==> config.mk <==
export PLATFORM = sky130hd
export DESIGN_NAME = instr_register_ctrl
export DESIGN_NICKNAME = d
export VERILOG_FILES = /design/src/rtl/instr_register_pkg.sv /design/src/rtl/instr_register_arbiter.sv /design/src/rtl/instr_register_ctrl.sv
export SDC_FILE = /design/constraint.sdc
export NUM_CORES = 1
export LEC_CHECK = 0
export CAP_MARGIN = 20
export CORE_AREA = 5 5 138 140
export DETAILED_ROUTE_END_ITERATION = 10
export DIE_AREA = 0 0 143 145
export PLACE_DENSITY_LB_ADDON = 0.15
export SLEW_MARGIN = 20
export SYNTH_ARGS = -nofsm -noshare
export SYNTH_HDL_FRONTEND = slang
export SYNTH_SLANG_ARGS = --single-unit
==> constraint.sdc <==
create_clock -name clk -period 3.4 [get_ports clk]
set_clock_uncertainty 0.05 [all_clocks]
set_input_delay 0.68 -clock clk [delete_from_list [all_inputs] [get_ports clk]]
set_output_delay 0.68 -clock clk [all_outputs]
set_load 0.05 [all_outputs]
==> src/rtl/instr_register_pkg.sv <==
// -----------------------------------------------------------------------------
// instr_register_pkg
// Shared types for the instruction register and its write/issue controller.
//   opcode_t      : 4-bit instruction opcode
//   operand_t     : 32-bit signed operand
//   address_t     : 5-bit register slot address (32 slots)
//   instruction_t : packed {opcode, operand_a, operand_b} as stored in a slot
//   CTRL_DEPTH    : slot count seen by the controller, equals 2**$bits(address_t)
//   grant_t       : write-port arbitration result
// -----------------------------------------------------------------------------
package instr_register_pkg;

  typedef enum logic [3:0] {
    ZERO  = 4'd0,
    PASSA = 4'd1,
    PASSB = 4'd2,
    ADD   = 4'd3,
    SUB   = 4'd4,
    MULT  = 4'd5,
    DIV   = 4'd6,
    MOD   = 4'd7
  } opcode_t;

  typedef logic signed [31:0] operand_t;

  typedef logic [4:0] address_t;

  typedef struct packed {
    opcode_t  opc;
    operand_t op_a;
    operand_t op_b;
  } instruction_t;

  localparam int CTRL_DEPTH = 32;

  typedef enum logic [1:0] {
    GNT_NONE = 2'd0,
    GNT_REQ0 = 2'd1,
    GNT_REQ1 = 2'd2
  } grant_t;

endpackage

==> src/rtl/instr_register_arbiter.sv <==
// -----------------------------------------------------------------------------
// instr_register_arbiter
// Two-way grant logic for the single write port of the instruction register.
// Configuration macro: INSTR_REGISTER_CTRL_RR_EN
//   defined   : round-robin, the requester not granted last wins contention;
//               a one-bit last-grant register is kept (reset points at req1
//               so that req0 wins the first contention)
//   undefined : fixed priority, req0 always wins; no state, no clock ports
// Ports:
//   clk_i, reset_n_i : clock and async active-low reset (round-robin only)
//   canWrite_i       : the write port may accept a word this cycle
//   req0Valid_i      : requester 0 has a word
//   req1Valid_i      : requester 1 has a word
//   grant_o          : which requester (if any) is granted this cycle
// -----------------------------------------------------------------------------
module instr_register_arbiter
  import instr_register_pkg::*;
(
`ifdef INSTR_REGISTER_CTRL_RR_EN
  input  logic   clk_i,
  input  logic   reset_n_i,
`endif
  input  logic   canWrite_i,
  input  logic   req0Valid_i,
  input  logic   req1Valid_i,
  output grant_t grant_o
);

  grant_t grantD;

`ifdef INSTR_REGISTER_CTRL_RR_EN
  logic lastGrant_q;
  logic lastGrant_d;

  // Round-robin pick: with both requesters waiting, the one that did not
  // win most recently gets the port; a lone requester always wins.
  always_comb begin
    grantD = GNT_NONE;
    if (canWrite_i) begin
      if (req0Valid_i && req1Valid_i) begin
        grantD = lastGrant_q ? GNT_REQ0 : GNT_REQ1;
      end else if (req0Valid_i) begin
        grantD = GNT_REQ0;
      end else if (req1Valid_i) begin
        grantD = GNT_REQ1;
      end
    end
  end

  // Remember the most recent winner; cycles without a grant (including
  // flush, which blocks all grants) leave the history untouched.
  always_comb begin
    lastGrant_d = lastGrant_q;
    if (grantD == GNT_REQ0) begin
      lastGrant_d = 1'b0;
    end else if (grantD == GNT_REQ1) begin
      lastGrant_d = 1'b1;
    end
  end

  // Last-grant flop; reset value 1 means "req1 went last" so req0 wins first.
  always_ff @(posedge clk_i or negedge reset_n_i) begin
    if (!reset_n_i) begin
      lastGrant_q <= 1'b1;
    end else begin
      lastGrant_q <= lastGrant_d;
    end
  end
`else
  // Fixed priority: req0 wins every contention, req1 only gets the port
  // when req0 is idle.
  always_comb begin
    grantD = GNT_NONE;
    if (canWrite_i) begin
      if (req0Valid_i) begin
        grantD = GNT_REQ0;
      end else if (req1Valid_i) begin
        grantD = GNT_REQ1;
      end
    end
  end
`endif

  assign grant_o = grantD;

endmodule

==> src/rtl/instr_register_ctrl.sv <==
// -----------------------------------------------------------------------------
// instr_register_ctrl
// Write arbiter and in-order issue sequencer for instr_register. Two
// requesters share the register's write port; accepted words are stored at an
// auto-incrementing write pointer and issued in order to one consumer through
// a valid/ready handshake addressed by the read pointer.
// Configuration macro: INSTR_REGISTER_CTRL_RR_EN (round-robin arbitration when
// defined, fixed priority to requester 0 otherwise).
// Ports:
//   clk, reset_n         : clock, asynchronous active-low reset
//   flush                : synchronous clear of pointers and occupancy
//   reqN_valid/ready     : requester N handshake (N = 0, 1)
//   reqN_opcode/operand_*: requester N write data
//   load_en              : write strobe to instr_register
//   opcode, operand_a/b  : write data muxed from the granted requester
//   write_pointer        : slot written on load_en
//   read_pointer         : slot presented on instruction_word
//   instruction_word     : combinational read data from instr_register
//   issue_valid/ready    : consumer handshake, issue_word is the read data
//   count, full, empty   : occupancy
// -----------------------------------------------------------------------------
module instr_register_ctrl
  import instr_register_pkg::*;
#(
  parameter int DEPTH = CTRL_DEPTH
) (
  input  logic                   clk,
  input  logic                   reset_n,
  input  logic                   flush,
  input  logic                   req0_valid,
  input  logic                   req1_valid,
  output logic                   req0_ready,
  output logic                   req1_ready,
  input  opcode_t                req0_opcode,
  input  opcode_t                req1_opcode,
  input  operand_t               req0_operand_a,
  input  operand_t               req0_operand_b,
  input  operand_t               req1_operand_a,
  input  operand_t               req1_operand_b,
  output logic                   load_en,
  output opcode_t                opcode,
  output operand_t               operand_a,
  output operand_t               operand_b,
  output address_t               write_pointer,
  output address_t               read_pointer,
  input  instruction_t           instruction_word,
  output logic                   issue_valid,
  input  logic                   issue_ready,
  output instruction_t           issue_word,
  output logic [$clog2(DEPTH):0] count,
  output logic                   full,
  output logic                   empty
);

  localparam int CNT_W = $clog2(DEPTH) + 1;
  localparam logic [CNT_W-1:0] FULL_COUNT = CNT_W'(DEPTH);

  address_t         writePointer_q;
  address_t         writePointer_d;
  address_t         readPointer_q;
  address_t         readPointer_d;
  logic [CNT_W-1:0] count_q;
  logic [CNT_W-1:0] count_d;

  logic   canWrite;
  logic   handshake;
  grant_t grant;

  assign full  = (count_q == FULL_COUNT);
  assign empty = (count_q == '0);

  // Writes are judged on the pre-edge occupancy, so a full register stays
  // closed even when a slot is being freed in the same cycle. Holding reset
  // also closes the port so nothing is granted while the block is cleared.
  assign canWrite = reset_n && !full && !flush;

  instr_register_arbiter u_arbiter (
`ifdef INSTR_REGISTER_CTRL_RR_EN
    .clk_i       (clk),
    .reset_n_i   (reset_n),
`endif
    .canWrite_i  (canWrite),
    .req0Valid_i (req0_valid),
    .req1Valid_i (req1_valid),
    .grant_o     (grant)
  );

  assign req0_ready = (grant == GNT_REQ0);
  assign req1_ready = (grant == GNT_REQ1);
  assign load_en    = (grant != GNT_NONE);

  // Write data follows the granted requester; requester 0 drives the bus
  // whenever nobody is granted.
  always_comb begin
    opcode    = req0_opcode;
    operand_a = req0_operand_a;
    operand_b = req0_operand_b;
    if (grant == GNT_REQ1) begin
      opcode    = req1_opcode;
      operand_a = req1_operand_a;
      operand_b = req1_operand_b;
    end
  end

  // Issue side: no bypass from the write port, a word becomes visible only
  // after it has been stored, so an empty register never offers data.
  assign issue_valid = reset_n && !empty && !flush;
  assign handshake   = issue_valid && issue_ready;
  assign issue_word  = instruction_word;

  // Pointer and occupancy update. Pointers wrap naturally at the address
  // width. A simultaneous write and issue leaves the count unchanged.
  always_comb begin
    writePointer_d = writePointer_q;
    readPointer_d  = readPointer_q;
    count_d        = count_q;
    if (flush) begin
      writePointer_d = '0;
      readPointer_d  = '0;
      count_d        = '0;
    end else begin
      if (load_en) begin
        writePointer_d = writePointer_q + address_t'(1);
      end
      if (handshake) begin
        readPointer_d = readPointer_q + address_t'(1);
      end
      case ({load_en, handshake})
        2'b10:   count_d = count_q + CNT_W'(1);
        2'b01:   count_d = count_q - CNT_W'(1);
        default: count_d = count_q;
      endcase
    end
  end

  // State registers, cleared asynchronously so reset takes effect at once.
  always_ff @(posedge clk or negedge reset_n) begin
    if (!reset_n) begin
      writePointer_q <= '0;
      readPointer_q  <= '0;
      count_q        <= '0;
    end else begin
      writePointer_q <= writePointer_d;
      readPointer_q  <= readPointer_d;
      count_q        <= count_d;
    end
  end

  assign write_pointer = writePointer_q;
  assign read_pointer  = readPointer_q;
  assign count         = count_q;

  // Requesters are expected to hold valid and data while stalled; a
  // requester that withdraws or changes its word is flagged, not repaired.
  instruction_t req0Payload;
  instruction_t req1Payload;
  assign req0Payload = {req0_opcode, req0_operand_a, req0_operand_b};
  assign req1Payload = {req1_opcode, req1_operand_a, req1_operand_b};

  req0HoldCheck: assert property (@(posedge clk) disable iff (!reset_n)
    (req0_valid && !req0_ready) |=> (req0_valid && $stable(req0Payload)));

  req1HoldCheck: assert property (@(posedge clk) disable iff (!reset_n)
    (req1_valid && !req1_ready) |=> (req1_valid && $stable(req1Payload)));

endmodule

==> impl_metrics.csv, run 1 <==
group,metric,value,unit
yosys,yosys.area.top_type,"mux2_2",
route,ant_nets,0,
cells_and_area,multi_input_area,1390,um^2
sta,setup_ws,0.173,ns
yosys,ys_seq_elements,16,
sta,holdWs,0.435,ns
pwr,leakage,1.94,nW
global_route,grt.overflow.total,0,
pwr,power_density,256,nW/um^2
yosys,ys_warn_count,0,
yosys,synthCells,240,
route,wl_per_cell,19.9,um
sta,finalCritPeriodShare,94.9,%
clock_tree,cts.sinks,16,
yosys,synth_edf_count,0,
route,wl,13.0,mm
yosys,yosys.area.top_type_share,31.2,%
pwr,irDropWorstVdd,0.000142,V
sta,max-slew-margin-rel,62.4,%
worst_setup_path,critPathMaxStageDelay,0.48,ns
job,drv_cap,0,
route,drt-initial-drc-count,25,
route,first_pass_iters,4,
global_route,grt_pass1_vias,2657,
place,dp_slack,0.0340,ns
worst_setup_path,worstSetupStartpointType,"primary input",
clock_tree,cts_root_buf,"clkbuf_16",
cells_and_area,fillCellCount,1893,
clock_tree,clk_latency,0.25,ns
worst_setup_path,arrival,2.50,ns
floorplan,design.core.area,17700,um^2
place,dpl.hpwl,11.5,mm
yosys,avgSynthCellArea,9.79,um^2
route,drc,0,
worst_setup_path,cp_num_cells,7,
route,viasPerCell,3.75,
sta,final_hold_viol_count,0,
clock_tree,cts_tree,"yes",
sta,fin_crit,3.23,ns
floorplan,io_pins,368,
worst_setup_path,cp_cell_sequence,"clkdlybuf4s50_1, nor4b_4, buf_4, clkbuf_16, buf_4, mux2_2, buf_4",
cells_and_area,final_layout_size_suffix_gt1_share,41.8,%
yosys,synth_nets,457,
status,outcome,"finished, final reports clean",
sta,slew_violations,0,
clock_tree,cts_htree_levels,1,
global_route,grt_usage,11.3,%
yosys,ys_types,39,
worst_setup_path,cp_top_family,"buffers and inverters",
cells_and_area,nets,644,
place,port_buffers,231,
yosys,synth_common_cells,"68 x buf_4, 65 x mux2_2, 17 x nor2_1",
clock_tree,cts_buffers,3,
cells_and_area,n_antenna_cell,0,
yosys,yosys-top-cells-area,"mux2_2 31%, buf_4 22%, dfrtp_1 17%",
floorplan,dieArea,20700,um^2
place,gp_congestion,0.827,
clock_tree,clock_path_buffers,2,
floorplan,core.rowCount,49,
yosys,yosysMostFrequentCell,"buf_4",
sta,finalSetupViolCount,0,
global_route,antenna_found_initial,0,
global_route,grt_pass1_wl,17.8,mm
sta,fmax,310,MHz
yosys,synth_area,2350,um^2
clock_tree,clk_pin_slew,0.05,ns
floorplan,die_h,145,um
yosys,ys_seq_area_share,17.0,%
worst_setup_path,rr_worst_depth,9,
worst_setup_path,critical_path_class,"primary input to output pin",
cells_and_area,final-seq-area,400,um^2
sta,rsz0062_at_grt,"false",
sta,fin_setup_tns,0,ns
yosys,synthArstFlopShare,100,%
floorplan,fp.dieW,143,um
worst_setup_path,cp-end-kind,"output pin",
floorplan,initial_utilization,13.3,%
worst_setup_path,crit_slowest_cell,"clkdlybuf4s50_1",
sta,worstMarginPinSlew,0.563,ns
cells_and_area,syn_to_final_growth,96.6,%
route,via_count,2457,
cells_and_area,fin_util,26.1,%
yosys,ys.flop_type,"dfrtp_1",
global_route,grt_start_max_net_pins,18,
worst_setup_path,required,2.67,ns
worst_hold_path,hp-class,"primary input to asynchronous set/reset pin",
worst_setup_path,crit_buf_inv,5,
worst_setup_path,cpMostUsedCell,"buf_4",
worst_setup_path,cp_max_fo,7,
==> metrics by stage <==
stage	total power, mW	instances	instance area (um^2)
finish	1.18	655	4620
floorplan	0.807	240	2350
global route	1.24	655	4620
global placement	0.930	642	4440
detailed placement	0.928	642	4440
CTS	1.20	646	4530
==> placed cells by master (no fill, tap or decap), types with 5 or more instances in the layout <==
master / instances
buf_12: 8
buf_4: 90
clkdlybuf4s50_1: 157
dfrtp_1: 16
ha_1: 6
mux2_2: 65
mux2i_1: 6
nand2_1: 5
nor2_1: 17
==> registers in the layout (all words and copies together) (netlist names) <==
register       flops
count              6
read_pointer       5
write_pointer      5
==> worst paths after layout <==
path	startpoint	end	slack [ns]
hold / removal	reset_n	count[4]	0.43
min in group clk	read_pointer[4]	read_pointer[4]	0.44
setup / recovery	req0_valid	operand_a[26]	0.17
setup reg to reg	count[3]	count[5]	0.72
hold reg to reg	read_pointer[4]	read_pointer[4]	0.44
max in group asynchronous	reset_n	write_pointer[2]	2.67
==> power by group <==
group	leakage, nW	switching (mW)	total [mW]	internal [mW]
clock network	0.0442	0.0797	0.259	0.179
registers	0.221	0.0141	0.212	0.198
logic	1.67	0.381	0.711	0.331
total	1.94	0.474	1.18	0.708
==> layer usage <==
layer	share of wire (%)	track usage [%]	up-vias
met2	50	19.7	181
met1	36	12.7	1119
met4	0.89	1.52	2
met3	12	5.23	14
li1	-	-	1141
met5	0.37	1.91	-
==> kinds of logic after synthesis <==
kind of cell	Yosys count	share of synthesized area, %
muxes	74	35.1
DFF	16	17.0
buffers and inverters	76	23.9
AOI/OAI and AO/OA	17	5.59
and+or+nand+nor	41	10.6
xor gates and xnor gates	9	3.67
adders and majority gates	7	4.05
==> timing repair <==
item,CTS,global route
buffers inserted,0,8
resized for setup,0,2
hold buffers,0,0
setup endpoints to repair,0,4
==> area by class of cell <==
class,instances,area share [%]
Timing Repair Buffer,258,53.2
Multi-Input combinational cell,148,30.0
Sequential cell,16,8.67
Tap cell,229,6.20
Clock buffer,4,1.92
Note: power is estimated with default switching activity, not from simulation.
==> run 2, diff against run 1 <==
CTS_CLUSTER_DIAMETER = 30   (was unset)
==> results of run 2 <==
Final layout, timing and power as in run 1 (identical DEF).
